<file path="src/rtl/video_pkg.sv">
// Shared types and widths for the video line scheduler.
package video_pkg;

   localparam int unsigned H_ACTIVE_DEF = 640;
   localparam int unsigned V_ACTIVE_DEF = 480;
   localparam int unsigned LINE_W       = 9;
   localparam int unsigned ADDR_W       = 10;
   localparam int unsigned CNT_W        = 8;

   typedef enum logic [1:0] {
      IDLE   = 2'd0,
      RENDER = 2'd1,
      WAIT   = 2'd2
   } state_t;

endpackage

</file>
<file path="src/rtl/video_line_sched_if.sv">
// Scheduler bus: timing strobes, renderer handshake and display read port.
// Optional underrun counter ports appear when VIDEO_UNDERRUN_CNT_EN is defined.
interface video_line_sched_if;
   import video_pkg::*;

   logic              next_frame;
   logic              next_line;
   logic              next_pixel;
   logic              render_done;
   logic              render_start;
   logic [LINE_W-1:0] render_line;
   logic              render_buf;
   logic              rd_buf;
   logic [ADDR_W-1:0] rd_addr;
   logic              rd_en;
   logic              underrun;
`ifdef VIDEO_UNDERRUN_CNT_EN
   logic              underrun_clr;
   logic [CNT_W-1:0]  underrun_cnt;

   modport master (
      output next_frame, next_line, next_pixel, render_done, underrun_clr,
      input  render_start, render_line, render_buf, rd_buf, rd_addr, rd_en,
             underrun, underrun_cnt
   );
   modport slave (
      input  next_frame, next_line, next_pixel, render_done, underrun_clr,
      output render_start, render_line, render_buf, rd_buf, rd_addr, rd_en,
             underrun, underrun_cnt
   );
`else
   modport master (
      output next_frame, next_line, next_pixel, render_done,
      input  render_start, render_line, render_buf, rd_buf, rd_addr, rd_en,
             underrun
   );
   modport slave (
      input  next_frame, next_line, next_pixel, render_done,
      output render_start, render_line, render_buf, rd_buf, rd_addr, rd_en,
             underrun
   );
`endif

endinterface

</file>
<file path="src/rtl/video_line_rd_counter.sv">
// Display-side pixel read address and read enable for the displayed buffer.
module video_line_rd_counter
   import video_pkg::*;
#(
   parameter int unsigned H_ACTIVE = H_ACTIVE_DEF
) (
   input  logic              clk,
   input  logic              rst,
   input  logic              next_line,
   input  logic              next_pixel,
   input  logic              line_valid,
   output logic [ADDR_W-1:0] rd_addr,
   output logic              rd_en
);

   localparam logic [ADDR_W-1:0] H_END = ADDR_W'(H_ACTIVE);

   logic [ADDR_W-1:0] addr_d;

   always_comb begin
      addr_d = rd_addr;
      if (next_line)
         addr_d = '0;
      else if (next_pixel && (rd_addr < H_END))
         addr_d = rd_addr + ADDR_W'(1);
   end

   // line_valid is the next-cycle value so rd_en lines up with the new address
   always_ff @(posedge clk) begin
      if (rst) begin
         rd_addr <= '0;
         rd_en   <= 1'b0;
      end else begin
         rd_addr <= addr_d;
         rd_en   <= line_valid && (addr_d < H_END);
      end
   end

endmodule

</file>
<file path="src/rtl/video_line_sched.sv">
// Ping-pong line-buffer scheduler between video timing, renderer and line RAMs.
// Define VIDEO_UNDERRUN_CNT_EN to add the saturating underrun counter.
module video_line_sched
   import video_pkg::*;
#(
   parameter int unsigned H_ACTIVE = H_ACTIVE_DEF,
   parameter int unsigned V_ACTIVE = V_ACTIVE_DEF
) (
   input logic               clk,
   input logic               rst,
   video_line_sched_if.slave bus
);

   localparam logic [LINE_W-1:0] LAST_LINE = LINE_W'(V_ACTIVE - 1);

   state_t            state_q, state_d;
   logic              start_q, start_d;
   logic [LINE_W-1:0] line_q, line_d;
   logic              rbuf_q, rbuf_d;
   logic              under_q, under_d;
   logic              valid_q, valid_d;
   logic              done_now;

   always_ff @(posedge clk) begin
      if (rst) begin
         state_q <= IDLE;
         start_q <= 1'b0;
         line_q  <= '0;
         rbuf_q  <= 1'b0;
         under_q <= 1'b0;
         valid_q <= 1'b0;
      end else begin
         state_q <= state_d;
         start_q <= start_d;
         line_q  <= line_d;
         rbuf_q  <= rbuf_d;
         under_q <= under_d;
         valid_q <= valid_d;
      end
   end

   // render_done coinciding with the swap counts as on time
   assign done_now = (state_q == RENDER) && bus.render_done;

   always_comb begin
      state_d = state_q;
      start_d = 1'b0;
      line_d  = line_q;
      rbuf_d  = rbuf_q;
      under_d = 1'b0;
      valid_d = valid_q;

      if (bus.next_frame) begin
         line_d  = '0;
         start_d = 1'b1;
         valid_d = 1'b0;
         state_d = RENDER;
      end else if (bus.next_line) begin
         case (state_q)
            RENDER, WAIT: begin
               rbuf_d  = ~rbuf_q;
               valid_d = (state_q == WAIT) || done_now;
               under_d = (state_q == RENDER) && !bus.render_done;
               if (line_q < LAST_LINE) begin
                  line_d  = line_q + LINE_W'(1);
                  start_d = 1'b1;
                  state_d = RENDER;
               end else begin
                  state_d = IDLE;
               end
            end
            default: valid_d = 1'b0;
         endcase
      end else if (done_now) begin
         state_d = WAIT;
      end
   end

   assign bus.render_start = start_q;
   assign bus.render_line  = line_q;
   assign bus.render_buf   = rbuf_q;
   assign bus.rd_buf       = ~rbuf_q;
   assign bus.underrun     = under_q;

   video_line_rd_counter #(
      .H_ACTIVE (H_ACTIVE)
   ) u_rd_counter (
      .clk        (clk),
      .rst        (rst),
      .next_line  (bus.next_line),
      .next_pixel (bus.next_pixel),
      .line_valid (valid_d),
      .rd_addr    (bus.rd_addr),
      .rd_en      (bus.rd_en)
   );

`ifdef VIDEO_UNDERRUN_CNT_EN
   logic [CNT_W-1:0] cnt_q;

   always_ff @(posedge clk) begin
      if (rst || bus.underrun_clr)
         cnt_q <= '0;
      else if (under_q && (cnt_q != '1))
         cnt_q <= cnt_q + CNT_W'(1);
   end

   assign bus.underrun_cnt = cnt_q;
`endif

endmodule

</file>
<file path="src/flat_wrapper.sv">
// flat-port wrapper written by rule: the top's interface ports become plain ports
module video_line_sched_flat import video_pkg::*;
#(
   parameter int unsigned H_ACTIVE = H_ACTIVE_DEF,
   parameter int unsigned V_ACTIVE = V_ACTIVE_DEF
)
  (clk, rst, bus_next_frame, bus_next_line, bus_next_pixel, bus_render_done, bus_render_start, bus_render_line, bus_render_buf, bus_rd_buf, bus_rd_addr, bus_rd_en, bus_underrun);
  video_line_sched_if bus_i ();
  input logic clk;
  input logic rst;
  input wire logic [$bits(bus_i.next_frame)-1:0] bus_next_frame;
  input wire logic [$bits(bus_i.next_line)-1:0] bus_next_line;
  input wire logic [$bits(bus_i.next_pixel)-1:0] bus_next_pixel;
  input wire logic [$bits(bus_i.render_done)-1:0] bus_render_done;
  output wire logic [$bits(bus_i.render_start)-1:0] bus_render_start;
  output wire logic [$bits(bus_i.render_line)-1:0] bus_render_line;
  output wire logic [$bits(bus_i.render_buf)-1:0] bus_render_buf;
  output wire logic [$bits(bus_i.rd_buf)-1:0] bus_rd_buf;
  output wire logic [$bits(bus_i.rd_addr)-1:0] bus_rd_addr;
  output wire logic [$bits(bus_i.rd_en)-1:0] bus_rd_en;
  output wire logic [$bits(bus_i.underrun)-1:0] bus_underrun;
  assign bus_i.next_frame = bus_next_frame;
  assign bus_i.next_line = bus_next_line;
  assign bus_i.next_pixel = bus_next_pixel;
  assign bus_i.render_done = bus_render_done;
  assign bus_render_start = bus_i.render_start;
  assign bus_render_line = bus_i.render_line;
  assign bus_render_buf = bus_i.render_buf;
  assign bus_rd_buf = bus_i.rd_buf;
  assign bus_rd_addr = bus_i.rd_addr;
  assign bus_rd_en = bus_i.rd_en;
  assign bus_underrun = bus_i.underrun;
  video_line_sched #(.H_ACTIVE(H_ACTIVE), .V_ACTIVE(V_ACTIVE)) u_core (.clk(clk), .rst(rst), .bus(bus_i));
endmodule
</file>
<file path="config.mk">
export PLATFORM = sky130hd
export DESIGN_NAME = video_line_sched_flat
export DESIGN_NICKNAME = d
export VERILOG_FILES = /design/src/rtl/video_pkg.sv /design/src/rtl/video_line_sched_if.sv /design/src/rtl/video_line_rd_counter.sv /design/src/rtl/video_line_sched.sv /design/src/flat_wrapper.sv
export SDC_FILE = /design/constraint.sdc
export NUM_CORES = 1
export LEC_CHECK = 0
export ABC_AREA = 1
export CORE_UTILIZATION = 40
export CTS_BUF_LIST = sky130_fd_sc_hd__clkbuf_4 sky130_fd_sc_hd__clkbuf_8
export CTS_CLUSTER_DIAMETER = 150
export DETAILED_ROUTE_END_ITERATION = 10
export PLACE_DENSITY_LB_ADDON = 0.25
export SLEW_MARGIN = 40
export SYNTH_ARGS = -nofsm -noshare
export SYNTH_HDL_FRONTEND = slang
export SYNTH_SLANG_ARGS = --single-unit
</file>
<file path="constraint.sdc">
create_clock -name clk -period 1.6 [get_ports clk]
set_input_delay 0.48 -clock clk [delete_from_list [all_inputs] [get_ports clk]]
set_output_delay 0.48 -clock clk [all_outputs]
set_load 0.005 [all_outputs]
</file>
==> out/qor.log <==
[status] status complete, no violations
[worst_setup_path] startpoint class of the critical path register
[sta] transition time at the pin with the least slew margin 0.303 ns
[cells_and_area] Register Area 558 sq um
[worst_setup_path] Worst path max stage delay 0.34 ns
[cells_and_area] layout cells sized above 1 31.9%
[power] ratio of total power to cell area 579 nW/um^2
[clocking] cts hold-fix bufs 0
[power] worst IR drop on VDD 0.300 mV
[drt] drt via density 4.85
[placement] detailed-placement wirelength estimate 2210 um
[placement] Placement Cell Area 1750 sq um
[worst_setup_path] CP arrival 1.03 ns
[sta] Fin Clk Skew 0.00289 ns
[floorplanning] starting density of the core 42.2%
[sta] Setup-failing EPs final 0
[sta] Peak Freq 661 MHz
[worst_setup_path] required time at the worst-slack endpoint 1.12 ns
[drt] count of TritonRoute iterations in the first routing pass 4
[global_route] total global routing overflow 0
[global_route] antenna violations before repair 0
[logic_synthesis] portion of the post-synthesis area used by sequential elements 40.4%
[clocking] post-CTS clock slew at the launch and capture registers of the worst setup and hold paths 0.13 ns
[power] sequential share of power 58.4%
[floorplanning] DIE HEIGHT 58.7 um
[logic_synthesis] Post-Syn Area per Cell 7.76 sq um
[power] proportion of power drawn by combinational gates 12.5%
[placement] number of buffer cells added on primary ports 29
[worst_setup_path] Setup CP Type reg -> out
[logic_synthesis] number of register bits inferred by synthesis 26
[logic_synthesis] Post-Syn Nets 176
[clocking] total number of H-tree levels 1
[cells_and_area] multi-input logic area 649 sq um
[logic_synthesis] synth unique cells 29
[sta] final number of hold-violating endpoints 0
[floorplanning] IO Pins 30
[cells_and_area] Finished Cell Area 1940 sq um
[worst_setup_path] critical-path maximum fanout 2
[floorplanning] overall die area 3450 sq um
[drt] antenna viol nets, final 0
[worst_setup_path] worst-path cell chain buf_4, dlygate4sd2_1
[clocking] insertion delay of the later-clocked pin in the worst-skew pair 0.31 ns
[clocking] root buffer cell clkbuf_4
[worst_setup_path] crit path capture type primary output
[logic_synthesis] Post-Synthesis Cell Area 1290 sq um
[clocking] CTS max path bufs 2
[floorplanning] die width 58.7 um
[logic_synthesis] Yosys warning count 0
[global_route] pin count of the biggest net entering global routing 15
[global_route] aggregate global-route resource usage 20.3%
[placement] routability congestion estimate 0.838
[global_route] via count of the first global-routing pass 1302
[power] static leakage 0.000923 uW
[clocking] Inserted Clock Buffers 3
[sta] final number of max-transition violations 0
[drt] average wire per cell in the routed design 11.8 um
[sta] normalized max-slew margin 79.8%
[sta] final critical-path share of the clock period 94.5%
[drt] sum of routed wire length over all layers 3260 um
[cells_and_area] fill cell total of the finished layout 283
[logic_synthesis] leading post-synthesis cells by cell area dfxtp_1 40%, inv_1 7.9%, nand2_1 7.0%
[floorplanning] area of the core 3050 sq um
[power] net switching power 258 uW
[sta] Fin Hold WS 0.502 ns
[job] number of maximum-capacitance violations 0
[logic_synthesis] number of instances in the synthesized netlist 166
[hold_path] class of the tightest hold or removal check reg -> reg
[power] Power Internal 863 uW
[drt] DRC 0
[power] switching part of the total power 23.0%
[global_route] wire length of the first global-routing pass 5380 um
[logic_synthesis] post-synth top area cell dfxtp_1
[sta] time the final worst path needs with I/O delays and setup 1.51 ns
[drt] number of violations reported at the end of detailed-routing iteration 0 46
[sta] unrepaired setup endpoints after global routing false
[cells_and_area] Layout Nets 243
[cells_and_area] Synth-to-Final Area Change 50.3%
[logic_synthesis] proportion of netlist area held by the largest area contributor 40.4%
[clocking] TritonCTS clock tree yes
[floorplanning] Std-Cell Rows 20
[power] clock network power share 29.1%
[worst_setup_path] Slowest cell on crit path dfxtp_2
[cells_and_area] # diodes 0
[drt] total number of vias 1339
[clocking] CTS sink cnt 26
[placed cells by master (no fill, tap or decap), drive strengths merged]
cell type | netlist | layout
nor3b | 1 | 1
ha | 4 | 4
nor3 | 4 | 4
a32oi | 1 | 1
nand4 | 3 | 3
clkdlybuf4s50 | 0 | 5
and2 | 1 | 1
nand3 | 18 | 18
clkbuf | 0 | 4
dlygate4sd2 | 0 | 24
a21oi | 18 | 18
xor2 | 5 | 5
nor2 | 16 | 16
and3 | 1 | 1
inv | 27 | 27
buf | 2 | 35
nand2 | 26 | 26
dfxtp | 26 | 26
o21bai | 3 | 3
o21ai | 8 | 8
a31oi | 1 | 1
a211oi | 1 | 1
[layout make-up]
class / instances / share of cell area, %
Inverter: 27 / 5.24
Timing Repair Buffer: 64 / 27.7
Clock buffer: 4 / 1.87
Tap cell: 44 / 2.84
Multi-Input combinational cell: 111 / 33.5
Sequential cell: 26 / 28.8
[worst max-delay path, delay by kind of cell, from the launching register on]
family	cells	cell delay, ns
flops	1	0.34
buf+inv	2	0.37
[cell families after synthesis]
logic type | synth area share (%)
XOR/XNOR | 3.40
flip-flops | 40.4
AO/OA/AOI/OAI | 15.1
buffers and inverters | 9.33
AND/OR/NAND/NOR | 27.9
adder cells (fa/ha/maj) | 3.89
[power groups by stage]
stage          combinational [uW]  clock [uW]  sequential, uW
2_1_floorplan                55.6           0             679
3_3_place_gp                  129           0             679
3_5_place_dp                  129           0             680
4_1_cts                       136         343             655
5_1_grt                       154         367             656
6_report                      140         326             655
[per-layer routing]
layer  up-vias  track usage, %  wire length [um]  part of all wire (%)
li1        678               -                 -                     -
met2        40            34.4              1650                    50
met5         -               0                 0                     0
met4         0            9.18                38                   1.2
met3         4            2.42               153                   4.7
met1       617            25.9              1420                    44
[timing repair]
action                     in CTS  in global routing
resized for setup              49                  1
setup endpoints to repair      24                  2
pin swaps                       0                  1
setup buffers                  17                  1
[worst paths after layout]
check / end / slack (ns) / cells after the start / startpoint
min reg2reg: u_core.bus.render_line[8]$_SDFFE_PP0P_ / 0.50 / 2 / u_core.bus.render_line[8]$_SDFFE_PP0P_
max: bus_render_buf / 0.09 / 2 / u_core.bus.render_buf$_SDFFE_PP0P_
min: u_core.bus.render_line[8]$_SDFFE_PP0P_ / 0.50 / 2 / u_core.bus.render_line[8]$_SDFFE_PP0P_
max reg2reg: u_core.u_rd_counter.rd_en$_SDFF_PP0_ / 0.16 / 7 / u_core.state_q[0]$_SDFFE_PP0P_
[sequential cells by signal, indices dropped and copies added, names as in the netlist]
signal and cells:
u_core.bus.underrun 1, u_core.bus.render_buf 1, u_core.bus.render_start 1, u_core.u_rd_counter.rd_en 1, u_core.valid_q 1, u_core.u_rd_counter.rd_addr 10, u_core.state_q 2, u_core.bus.render_line 9
[stage by stage]
stage	total power, uW	instances	worst slack [ns]	setup TNS, ns	utilization, %
2_1_floorplan	735	166	0.299	0	-
3_3_place_gp	808	254	-0.186	-2.29	57.5
4_1_cts	1130	275	0.0857	0	63.1
5_1_grt	1180	276	0.00792	0	63.4
3_5_place_dp	809	254	-0.186	-2.28	57.5
6_report	1120	276	0.0876	0	63.4
[cells in the mapped netlist]
master     n
a211oi_1   1
a21oi_1   16
a21oi_2    2
a31oi_1    1
a32oi_1    1
and2_1     1
and3_1     1
buf_4      1
buf_6      1
dfxtp_1   26
ha_1       4
inv_1     27
nand2_1   24
nand2_2    1
nand2_4    1
nand3_1   16
nand3_2    2
nand4_1    3
nor2_1    11
nor2_2     3
nor2_4     2
nor3_1     2
nor3_2     2
nor3b_1    1
o21ai_0    5
o21ai_1    3
o21bai_1   2
o21bai_4   1
xor2_1     5
Power figures use the tool's default switching activity.
